File: src/rtl/pipelined_cla_adder_pkg.sv
// Shared helpers for segmented/pipelined carry-lookahead arithmetic.
// Used by pipelined_cla_adder and intended for future pipelined MAC blocks.
// Optional feature macro used by the adder: PIPE_ADD_OVF_EN.
package pipelined_cla_adder_pkg;

    localparam int DEFAULT_N   = 33;
    localparam int DEFAULT_SEG = 8;

    // Number of SEG-bit segments (pipeline stages) needed to cover n bits.
    function automatic int cla_num_stages(int n, int seg);
        return (n + seg - 1) / seg;
    endfunction

    // Lowest bit index covered by segment k.
    function automatic int cla_seg_lo(int k, int seg);
        return k * seg;
    endfunction

    // Width of segment k; only the last segment may be narrower than seg.
    function automatic int cla_seg_width(int k, int n, int seg);
        int stages;
        stages = cla_num_stages(n, seg);
        return (k == stages - 1) ? (n - (stages - 1) * seg) : seg;
    endfunction

    // Offset of skew register k (holds operand bits [n-1:k*seg]) in the packed skew vector.
    function automatic int cla_skew_off(int k, int n, int seg);
        int acc;
        acc = 0;
        for (int j = 1; j < k; j++) begin
            acc = acc + (n - j * seg);
        end
        return acc;
    endfunction

    // Offset of deskew register k (holds result bits [k*seg-1:0]) in the packed deskew vector.
    function automatic int cla_lo_off(int k, int seg);
        return (seg * k * (k - 1)) / 2;
    endfunction

endpackage

File: src/rtl/pipelined_cla_adder_if.sv
// Valid/ready operand and result bus of the pipelined CLA adder.
// The ovf wire exists only when PIPE_ADD_OVF_EN is defined.
interface pipelined_cla_adder_if #(
    parameter int N = 33
);
    logic         in_valid;
    logic         in_ready;
    logic [N-1:0] A;
    logic [N-1:0] B;
    logic         cin;
    logic         out_valid;
    logic         out_ready;
    logic [N-1:0] SUM;
    logic         cout;
`ifdef PIPE_ADD_OVF_EN
    logic         ovf;

    modport master (output in_valid, A, B, cin, out_ready,
                    input  in_ready, out_valid, SUM, cout, ovf);
    modport slave  (input  in_valid, A, B, cin, out_ready,
                    output in_ready, out_valid, SUM, cout, ovf);
`else
    modport master (output in_valid, A, B, cin, out_ready,
                    input  in_ready, out_valid, SUM, cout);
    modport slave  (input  in_valid, A, B, cin, out_ready,
                    output in_ready, out_valid, SUM, cout);
`endif
endinterface

File: src/rtl/pipelined_cla_adder_stage.sv
// One registered W-bit carry-lookahead segment of the pipelined adder.
// Carries are formed as flat generate/propagate sums of products so the
// segment delay does not ripple through W full adders.
module pipelined_cla_stage
    import pipelined_cla_adder_pkg::*;
#(
    parameter int W = 8
) (
    input  logic         clk,
    input  logic         reset_n,
    input  logic         en,
    input  logic [W-1:0] a,
    input  logic [W-1:0] b,
    input  logic         carry_in,
    input  logic         valid_in,
    output logic [W-1:0] sum,
    output logic         carry_out,
    output logic         valid_out
);
    logic [W-1:0] g_s;
    logic [W-1:0] p_s;
    logic [W:0]   c_s;

    // Lookahead carries: c[i+1] = OR_j (g[j] & p[j+1..i]) | (p[0..i] & carry_in).
    always_comb begin
        logic term_s;
        logic prod_s;
        term_s = 1'b0;
        prod_s = 1'b1;
        g_s    = a & b;
        p_s    = a ^ b;
        c_s    = '0;
        c_s[0] = carry_in;
        for (int i = 0; i < W; i++) begin
            term_s = 1'b0;
            prod_s = 1'b1;
            for (int j = i; j >= 0; j--) begin
                term_s = term_s | (prod_s & g_s[j]);
                prod_s = prod_s & p_s[j];
            end
            c_s[i+1] = term_s | (prod_s & carry_in);
        end
    end

    // Segment result, carry and valid registers; frozen while the pipe is stalled.
    always_ff @(posedge clk or negedge reset_n) begin
        if (!reset_n) begin
            sum       <= '0;
            carry_out <= 1'b0;
            valid_out <= 1'b0;
        end else if (en) begin
            sum       <= p_s ^ c_s[W-1:0];
            carry_out <= c_s[W];
            valid_out <= valid_in;
        end
    end

endmodule

File: src/rtl/pipelined_cla_adder.sv
// Pipelined N-bit carry-lookahead adder with valid/ready flow control.
// Stage k adds operand segment k plus the registered carry of stage k-1.
// Upper operand segments wait in skew registers, finished lower result
// segments wait in deskew registers, so a whole sum emerges at once.
// Define PIPE_ADD_OVF_EN to build the signed-overflow output.
module pipelined_cla_adder
    import pipelined_cla_adder_pkg::*;
#(
    parameter int N   = DEFAULT_N,
    parameter int SEG = DEFAULT_SEG
) (
    input logic                  clk,
    input logic                  reset_n,
    pipelined_cla_adder_if.slave bus
);
    localparam int STAGES  = cla_num_stages(N, SEG);
    localparam int LAST_LO = cla_seg_lo(STAGES - 1, SEG);
    localparam int LAST_W  = N - LAST_LO;

    logic              adv;
    logic [N-1:0]      op_a;
    logic [N-1:0]      op_b;
    logic [N-1:0]      stage_sum;
    logic [STAGES-1:0] stage_c;
    logic [STAGES-1:0] stage_v;

    // The whole pipe moves only when the output slot is empty or being consumed.
    assign adv           = bus.out_ready | ~bus.out_valid;
    assign bus.in_ready  = adv;
    assign bus.out_valid = stage_v[STAGES-1];
    assign bus.cout      = stage_c[STAGES-1];

    genvar k;
    generate
        for (k = 0; k < STAGES; k++) begin : g_stage
            localparam int LO = cla_seg_lo(k, SEG);
            localparam int W  = cla_seg_width(k, N, SEG);
            logic c_in;
            logic v_in;
            if (k == 0) begin : g_first
                assign c_in = bus.cin;
                assign v_in = bus.in_valid;
            end else begin : g_next
                assign c_in = stage_c[k-1];
                assign v_in = stage_v[k-1];
            end
            pipelined_cla_stage #(.W(W)) u_stage (
                .clk       (clk),
                .reset_n   (reset_n),
                .en        (adv),
                .a         (op_a[LO +: W]),
                .b         (op_b[LO +: W]),
                .carry_in  (c_in),
                .valid_in  (v_in),
                .sum       (stage_sum[LO +: W]),
                .carry_out (stage_c[k]),
                .valid_out (stage_v[k])
            );
        end

        if (STAGES == 1) begin : g_single
            assign op_a    = bus.A;
            assign op_b    = bus.B;
            assign bus.SUM = stage_sum;
        end else begin : g_multi
            localparam int SKW = cla_skew_off(STAGES, N, SEG);
            localparam int LOW = cla_lo_off(STAGES, SEG);
            logic [SKW-1:0] skew_a_r;
            logic [SKW-1:0] skew_b_r;
            logic [LOW-1:0] lo_r;

            assign op_a[SEG-1:0] = bus.A[SEG-1:0];
            assign op_b[SEG-1:0] = bus.B[SEG-1:0];
            assign bus.SUM = {stage_sum[LAST_LO +: LAST_W],
                              lo_r[cla_lo_off(STAGES - 1, SEG) +: LAST_LO]};

            for (k = 1; k < STAGES; k++) begin : g_skew
                localparam int SO = cla_skew_off(k, N, SEG);
                localparam int SW = N - k * SEG;
                localparam int W  = cla_seg_width(k, N, SEG);
                localparam int LO = cla_lo_off(k, SEG);
                logic [SW-1:0]    src_a_s;
                logic [SW-1:0]    src_b_s;
                logic [k*SEG-1:0] src_lo_s;

                assign op_a[k*SEG +: W] = skew_a_r[SO +: W];
                assign op_b[k*SEG +: W] = skew_b_r[SO +: W];

                if (k == 1) begin : g_src_in
                    assign src_a_s  = bus.A[N-1:SEG];
                    assign src_b_s  = bus.B[N-1:SEG];
                    assign src_lo_s = stage_sum[SEG-1:0];
                end else begin : g_src_chain
                    assign src_a_s  = skew_a_r[cla_skew_off(k - 1, N, SEG) + SEG +: SW];
                    assign src_b_s  = skew_b_r[cla_skew_off(k - 1, N, SEG) + SEG +: SW];
                    assign src_lo_s = {stage_sum[(k-1)*SEG +: SEG],
                                       lo_r[cla_lo_off(k - 1, SEG) +: (k-1)*SEG]};
                end

                // Skew (pending operand bits) and deskew (finished low sum bits) for boundary k.
                always_ff @(posedge clk or negedge reset_n) begin
                    if (!reset_n) begin
                        skew_a_r[SO +: SW]  <= '0;
                        skew_b_r[SO +: SW]  <= '0;
                        lo_r[LO +: k*SEG]   <= '0;
                    end else if (adv) begin
                        skew_a_r[SO +: SW]  <= src_a_s;
                        skew_b_r[SO +: SW]  <= src_b_s;
                        lo_r[LO +: k*SEG]   <= src_lo_s;
                    end
                end
            end
        end
    endgenerate

`ifdef PIPE_ADD_OVF_EN
    logic sign_a_r;
    logic sign_b_r;

    // Operand sign bits follow the op into the final stage alongside the top segment.
    always_ff @(posedge clk or negedge reset_n) begin
        if (!reset_n) begin
            sign_a_r <= 1'b0;
            sign_b_r <= 1'b0;
        end else if (adv) begin
            sign_a_r <= op_a[N-1];
            sign_b_r <= op_b[N-1];
        end
    end

    assign bus.ovf = (sign_a_r == sign_b_r) & (bus.SUM[N-1] != sign_a_r);
`else
    // Without the overflow option no sign-bit pipeline is built.
`endif

endmodule
File: src/flat_wrapper.sv
// flat-port wrapper written by rule: the top's interface ports become plain ports
module pipelined_cla_adder_flat import pipelined_cla_adder_pkg::*;
#(
    parameter int N   = DEFAULT_N,
    parameter int SEG = DEFAULT_SEG
)
  (clk, reset_n, bus_in_valid, bus_A, bus_B, bus_cin, bus_out_ready, bus_in_ready, bus_out_valid, bus_SUM, bus_cout);
  pipelined_cla_adder_if #(.N(N)) bus_i ();
  input logic clk;
  input logic reset_n;
  input wire logic [$bits(bus_i.in_valid)-1:0] bus_in_valid;
  input wire logic [$bits(bus_i.A)-1:0] bus_A;
  input wire logic [$bits(bus_i.B)-1:0] bus_B;
  input wire logic [$bits(bus_i.cin)-1:0] bus_cin;
  input wire logic [$bits(bus_i.out_ready)-1:0] bus_out_ready;
  output wire logic [$bits(bus_i.in_ready)-1:0] bus_in_ready;
  output wire logic [$bits(bus_i.out_valid)-1:0] bus_out_valid;
  output wire logic [$bits(bus_i.SUM)-1:0] bus_SUM;
  output wire logic [$bits(bus_i.cout)-1:0] bus_cout;
  assign bus_i.in_valid = bus_in_valid;
  assign bus_i.A = bus_A;
  assign bus_i.B = bus_B;
  assign bus_i.cin = bus_cin;
  assign bus_i.out_ready = bus_out_ready;
  assign bus_in_ready = bus_i.in_ready;
  assign bus_out_valid = bus_i.out_valid;
  assign bus_SUM = bus_i.SUM;
  assign bus_cout = bus_i.cout;
  pipelined_cla_adder #(.N(N), .SEG(SEG)) u_core (.clk(clk), .reset_n(reset_n), .bus(bus_i));
endmodule
File: config.mk
export PLATFORM = sky130hd
export DESIGN_NAME = pipelined_cla_adder_flat
export DESIGN_NICKNAME = d
export VERILOG_FILES = /design/src/rtl/pipelined_cla_adder_pkg.sv /design/src/rtl/pipelined_cla_adder_if.sv /design/src/rtl/pipelined_cla_adder_stage.sv /design/src/rtl/pipelined_cla_adder.sv /design/src/flat_wrapper.sv
export SDC_FILE = /design/constraint.sdc
export NUM_CORES = 1
export LEC_CHECK = 0
export CAP_MARGIN = 20
export CELL_PAD_IN_SITES_DETAIL_PLACEMENT = 1
export CELL_PAD_IN_SITES_GLOBAL_PLACEMENT = 1
export CORE_MARGIN = 3
export CORE_UTILIZATION = 43
export DETAILED_ROUTE_END_ITERATION = 10
export PLACE_DENSITY = 0.82
export SLEW_MARGIN = 20
export SYNTH_ARGS = -nofsm -noshare
export SYNTH_HDL_FRONTEND = slang
export SYNTH_SLANG_ARGS = --single-unit
File: constraint.sdc
create_clock -name clk -period 2.1 [get_ports clk]
set_clock_uncertainty 0.05 [all_clocks]
set_input_delay 0.42 -clock clk [delete_from_list [all_inputs] [get_ports clk]]
set_output_delay 0.42 -clock clk [all_outputs]
set_load 0.05 [all_outputs]
* After elaboration in Yosys (flattened, before gate mapping)
Cells that the tools add are included.
** Storage, ports and cells
- Flip-flop bits (word level) :: 227
- Input bits :: 71
- Output and inout port bits :: 36
** Operators by class
- Bitwise logic cells :: 419
** Operators by type and width (count)
- $and A1 B1 Y1 :: 258
- $or A1 B1 Y1 :: 146
- $xor A8 B8 Y8 :: 8
- $and A8 B8 Y8 :: 4
- $xor A1 B1 Y1 :: 2
- $not A1 Y1 :: 1

* Depth between registers and ports, before layout
- Depth in word-level cells :: 10
- Gate-level depth with buffers :: 7
- Gate-level depth less buffers :: 6

* By module
A second synthesis with hierarchy kept.
** Second synthesis, totals
- Cell total of the unflattened synthesis :: 646
- Area total of the unflattened synthesis :: 9811.9 µm²
** Modules (own cells, without submodules)
- pipelined_cla_adder :: instances 1, cells an instance 390, area each 6875.3 µm², sequential area each 4604.4 µm²
- pipelined_cla_stage (u_core.g_stage[0].u_stage) :: instances 1, cells an instance 64, area each 709.4 µm², sequential area each 250.2 µm²
- pipelined_cla_stage (u_core.g_stage[3].u_stage) :: instances 1, cells an instance 63, area each 700.7 µm², sequential area each 250.2 µm²
- pipelined_cla_stage (u_core.g_stage[1].u_stage) :: instances 1, cells an instance 61, area each 699.4 µm², sequential area each 250.2 µm²
- pipelined_cla_stage (u_core.g_stage[2].u_stage) :: instances 1, cells an instance 61, area each 698.2 µm², sequential area each 250.2 µm²
- pipelined_cla_stage (u_core.g_stage[4].u_stage) :: instances 1, cells an instance 7, area each 128.9 µm², sequential area each 75.1 µm²

* Least setup slack after synthesis
Ideal clock, no wire load.
- Path kind :: reg-to-output
- Start :: register u_core.g_stage[4].u_stage.valid_out
- End :: output port bus_in_ready
- Arrival time :: 1.794 ns
- Required time :: 1.630 ns
- Slack :: -0.164 ns
- Cell stages (with the launch flop) :: 6
- Buffers on the path :: 3
- Cells stage by stage :: dfrtp_1 nor2b_1 clkbuf_1 inv_2 buf_2 buf_1
** Between the ends
- Longest elaborated chain between the ends :: 2
** Ends and longest elaborated chain
- start, declared :: RTL line pipelined_cla_adder_stage.sv:18 : output logic valid_out
- start signal, assigned :: RTL line pipelined_cla_adder_stage.sv:54 : valid_out <= valid_in;
- $not A1 Y1 :: RTL line pipelined_cla_adder.sv:28 : assign adv = bus.out_ready | ~bus.out_valid;
- $or A1 B1 Y1 :: RTL line pipelined_cla_adder.sv:28
- end, declared :: RTL line flat_wrapper.sv:16 : output wire logic [$bits(bus_i.in_ready)-1:0] bus_in_ready;
Every way passes these cells.

* Final worst setup path
- Start :: register u_core.g_multi.skew_b_r[25]
- End :: register u_core.g_stage[2].u_stage.carry_out
** Between the ends
- Longest elaborated chain between the ends :: 4
- Elaborated cells on any way between the ends :: 7
** Ends and longest elaborated chain
- start, declared :: RTL line pipelined_cla_adder.sv:69 : logic [SKW-1:0] skew_b_r;
- start signal, assigned by index :: RTL line pipelined_cla_adder.sv:108 : skew_b_r[SO +: SW] <= src_b_s;
- $and A8 B8 Y8 / $xor A8 B8 Y8 (equally long branches) :: RTL line pipelined_cla_adder_stage.sv:30, pipelined_cla_adder_stage.sv:31
- $and A1 B1 Y1, on equally long branches :: RTL line pipelined_cla_adder_stage.sv:38, pipelined_cla_adder_stage.sv:39
- $or A1 B1 Y1 / $and A1 B1 Y1 (equally long branches) :: RTL line pipelined_cla_adder_stage.sv:38, pipelined_cla_adder_stage.sv:41
- $or A1 B1 Y1 * :: RTL line pipelined_cla_adder_stage.sv:41 : c_s[i+1] = term_s | (prod_s & carry_in);
- end signal, assigned :: RTL line pipelined_cla_adder_stage.sv:53 : carry_out <= c_s[W];
- end, declared :: RTL line pipelined_cla_adder_stage.sv:17 : output logic carry_out,
Every way passes the cells marked *; elsewhere a longest branch is shown, timed or not.
A chain may end at the register's enable or synchronous reset.

==> flow_metrics.env <==
export IMPL_grt_setup_unrepaired="yes"
export IMPL_io_buffers=106
export IMPL_synth_cell_types=32
export IMPL_worst_slack_ps=118.3
export IMPL_viasPerCell=4.987
export IMPL_final_period_utilization_pct=94.37
export IMPL_synthCells=1083
export IMPL_finalPower_mw=19.53
export IMPL_hold_path_class="in -> async"
export IMPL_drt_iter0_drc=426
export IMPL_yosysTopAreaCell="dfrtp_1"
export IMPL_crit_family="compound AO/OA/AOI/OAI gates"
export IMPL_root_buffer="clkbuf_16"
export IMPL_place_hpwl_microns=14890
export IMPL_holdWs_ps=358.1
export IMPL_end_kind="register"
export IMPL_wirelength_microns=23620
export IMPL_final_nets=1303
export IMPL_drtPass1Iterations=4
export IMPL_cellPowerDensity_mw_per_mm2=1627
export IMPL_cts_clk_slew_worst_paths_ps=60
export IMPL_synth_fp_nets=1195
export IMPL_crit_type="reg -> reg"
export IMPL_combPwrFrac_pct=39.4
export IMPL_clkPwrFrac_pct=22.1
export IMPL_synth_area_sq_mm=0.009689
export IMPL_synth_xor_area_share_pct=2.441
export IMPL_regArea_sq_mm=0.005680
export IMPL_multiInputGateArea_sq_mm=0.003765
export IMPL_design_area_sq_mm=0.01201
export IMPL_ant_nets=0
export IMPL_drv_slew=0
export IMPL_switching_power_mw=7.859
export IMPL_relSlewSlack_pct=60.73
export IMPL_slowest_delay_ps=420
export IMPL_max_freq_mhz=504.6
export IMPL_ys_seq_elements=227
export IMPL_dieArea_sq_mm=0.02437
export IMPL_nFillCells=2507
export IMPL_synth_top_family_by_area="simple AND/OR/NAND/NOR gates"
export IMPL_wl_per_cell_microns=15.89
export IMPL_grt_overflow_total=0
export IMPL_insertedDiodeCount=0
export IMPL_async_flop_share_pct=100.0
export IMPL_ys_warn_count=0
export IMPL_grt_pass1_wl_microns=39680
export IMPL_ys_seq_area_share_pct=58.63
export IMPL_p_seq_share_pct=38.5
export IMPL_synth_simple_area_share_pct=25.30
export IMPL_cp_arrival_ps=2320
export IMPL_start_util_pct=44.13
export IMPL_synthAdderAreaFrac_pct=5.682
export IMPL_yosysMostFrequentCell="nand2_1"
export IMPL_required_ps=2440
export IMPL_worst_pin_slew_ps=589.1
export IMPL_htree_levels=1
export IMPL_ir_drop_mv=0.6178
export IMPL_antenna_found_initial=0
export IMPL_synth_top_cells_by_count="nand2_1 (575), dfrtp_1 (227), a21oi_1 (38), ha_1 (36), nor2_1 (32)"
export IMPL_cp_start_kind="register"
export IMPL_p_leak_nw=6.170
export IMPL_tns_ps=0
export IMPL_drc_errors=0
export IMPL_core_region_area_sq_mm=0.02196
export IMPL_avgSynthCellArea_sq_um=8.947
export IMPL_place_gp_congestion=0.7887
export IMPL_outcome="finished clean"
export IMPL_ys_flop_type="dfrtp_1"
export IMPL_synth_top_area_share_pct=58.63
export IMPL_crit_chain="ha_1 -> a211oi_2 -> nor3_1 -> or3b_4 -> a211oi_2 -> a21oi_1"
export IMPL_slowest_stage="or3b_4"
export IMPL_post_dp_cell_area_sq_mm=0.01118
export IMPL_cp_num_buf_inv=0
export IMPL_tritoncts="built"
export IMPL_io_pins=107
export IMPL_rows=54
export IMPL_vias=7415
export IMPL_die_h_microns=156.1
export IMPL_switching_share_pct=40.23
export IMPL_cts_sinks=227
export IMPL_drive_above_1_share_pct=7.705
export IMPL_clock_latency_ps=520
export IMPL_grt_total_usage_pct=19.63
export IMPL_die_w_microns=156.1
export IMPL_hold_viol=0
export IMPL_cts_path_max_buffers=3
export IMPL_finalSetupViolations=0
export IMPL_crit_top_cell="a211oi_2"
export IMPL_grt_max_degree=88
export IMPL_synth_compound_area_share_pct=5.230
export IMPL_synth_edf_count=0
export IMPL_intPower_mw=11.68
export IMPL_fin_crit_ps=1982
export IMPL_post_place_ws_ps=-287.3
export IMPL_area_delta_synth_final_pct=23.90
export IMPL_grt_pass1_vias=7996
export IMPL_synthTopCellsByArea="dfrtp_1 (59%), nand2_1 (22%), ha_1 (4.6%)"
export IMPL_cp_max_fo=2
export IMPL_synthMuxAreaShare_pct=0
export IMPL_drv_cap=0
export IMPL_cts_buffers=25
## power groups by stage
stage,Clock (mW),Combinational (mW),Sequential [mW]
final,4.33,7.69,7.52
after detailed placement,0,7.64,7.53
after CTS,4.43,7.77,7.52
after floorplan,0,4.30,8.31
after global placement,0,7.29,7.41
after global routing,4.64,8.60,7.75
## metrics by stage
stage / util [%] / cells
5_1_grt: 54.67 / 1487
3_3_place_gp: 50.93 / 1443
4_1_cts: 54.62 / 1487
2_1_floorplan: - / 1083
3_5_place_dp: 50.93 / 1443
6_report: 54.67 / 1487
## state kept, by name, indices dropped and copies added, names as in the netlist
name / count
u_core.g_multi.g_skew.src_lo_s: 48
u_core.g_stage.u_stage.sum: 33
u_core.bus.SUM: 32
u_core.g_multi.g_skew.src_a_s: 27
u_core.g_multi.g_skew.src_b_s: 27
u_core.g_multi.skew_a_r: 25
u_core.g_multi.skew_b_r: 25
u_core.g_stage.u_stage.carry_out: 5
u_core.g_stage.u_stage.valid_out: 5
## layer usage
metal,vias up,global-route usage [%],part of all wire [%],wire (microns)
met1,3633,27.18,47,11070
met2,127,32.68,48,11290
li1,3622,-,-,-
met5,-,0,0,0
met3,33,2.885,3.7,882
met4,0,5.252,1.6,378
## layout by cell type, fill, tap and decap left out, drive strengths merged, types with 2 or more instances in the layout
| cell | netlist | layout |
|---|---|---|
| xnor2 | 8 | 8 |
| dlygate4sd2 | 0 | 17 |
| fa | 5 | 5 |
| nor2 | 32 | 32 |
| a21o | 8 | 8 |
| xor2 | 19 | 19 |
| o21ai | 26 | 26 |
| o21bai | 3 | 3 |
| clkinv | 0 | 3 |
| nor3 | 9 | 9 |
| clkbuf | 25 | 36 |
| or3 | 3 | 3 |
| ha | 36 | 36 |
| dfrtp | 227 | 227 |
| a21oi | 38 | 38 |
| and4 | 2 | 2 |
| nand4 | 9 | 9 |
| a31oi | 4 | 4 |
| clkdlybuf4s50 | 0 | 69 |
| inv | 14 | 16 |
| buf | 26 | 45 |
| nand2 | 575 | 575 |
| a211oi | 7 | 7 |
## worst paths after layout
check | start | endpoint | slack, ps | cells past startpoint
max | u_core.g_multi.skew_b_r[25]$_DFFE_PN0P_ | u_core.g_stage[2].u_stage.carry_out$_DFFE_PN0P_ | 120 | 6
min reg2reg | u_core.g_stage[4].u_stage.carry_out$_DFFE_PN0P_ | u_core.g_stage[4].u_stage.carry_out$_DFFE_PN0P_ | 410 | 2
max reg2reg | u_core.g_multi.skew_b_r[25]$_DFFE_PN0P_ | u_core.g_stage[2].u_stage.carry_out$_DFFE_PN0P_ | 120 | 6
max in group asynchronous | reset_n | u_core.bus.SUM[7]$_DFFE_PN0P_ | 950 | 3
min | reset_n | u_core.g_multi.g_skew[4].src_b_s$_DFFE_PN0P_ | 360 | 2
min in group clk | bus_B[12] | u_core.g_multi.skew_b_r[4]$_DFFE_PN0P_ | 380 | 3
## cell families (layout without fill, tap and decap cells)
kind of cell    Yosys count  after routing
compound gates           88             88
xor+xnor                 27             27
flops                   227            227
buf+inv                  65            189
fa+ha+maj                41             41
simple gates            635            635
## repair_timing
action / 4_1_cts / 5_1_grt
gates resized for setup: 17 / 4
hold buffers: 1 / 0
endpoints found under the setup margin: 17 / 6
setup buffers: 0 / 0
endpoints found under the hold margin: 50 / 0
gates cloned: 0 / 0
## final cells by class
| type | count | area share [%] |
|---|---|---|
| well taps | 280 | 2.918 |
| clock buffers | 36 | 6.222 |
| inverters | 14 | 0.4794 |
| multi-input cells | 791 | 31.36 |
| repair buffers | 132 | 11.10 |
| flip-flops and latches | 227 | 47.32 |
| clock inverters | 7 | 0.6045 |
## worst register-to-register path, delay by kind of cell (launching register included)
kind                     cells  cell delay, ps
AO/OA/AOI/OAI                3             530
adder cells (fa/ha/maj)      1             350
flip-flops                   1             400
AND/OR/NAND/NOR              2             520
No activity file was read; power rests on OpenSTA's default activity.
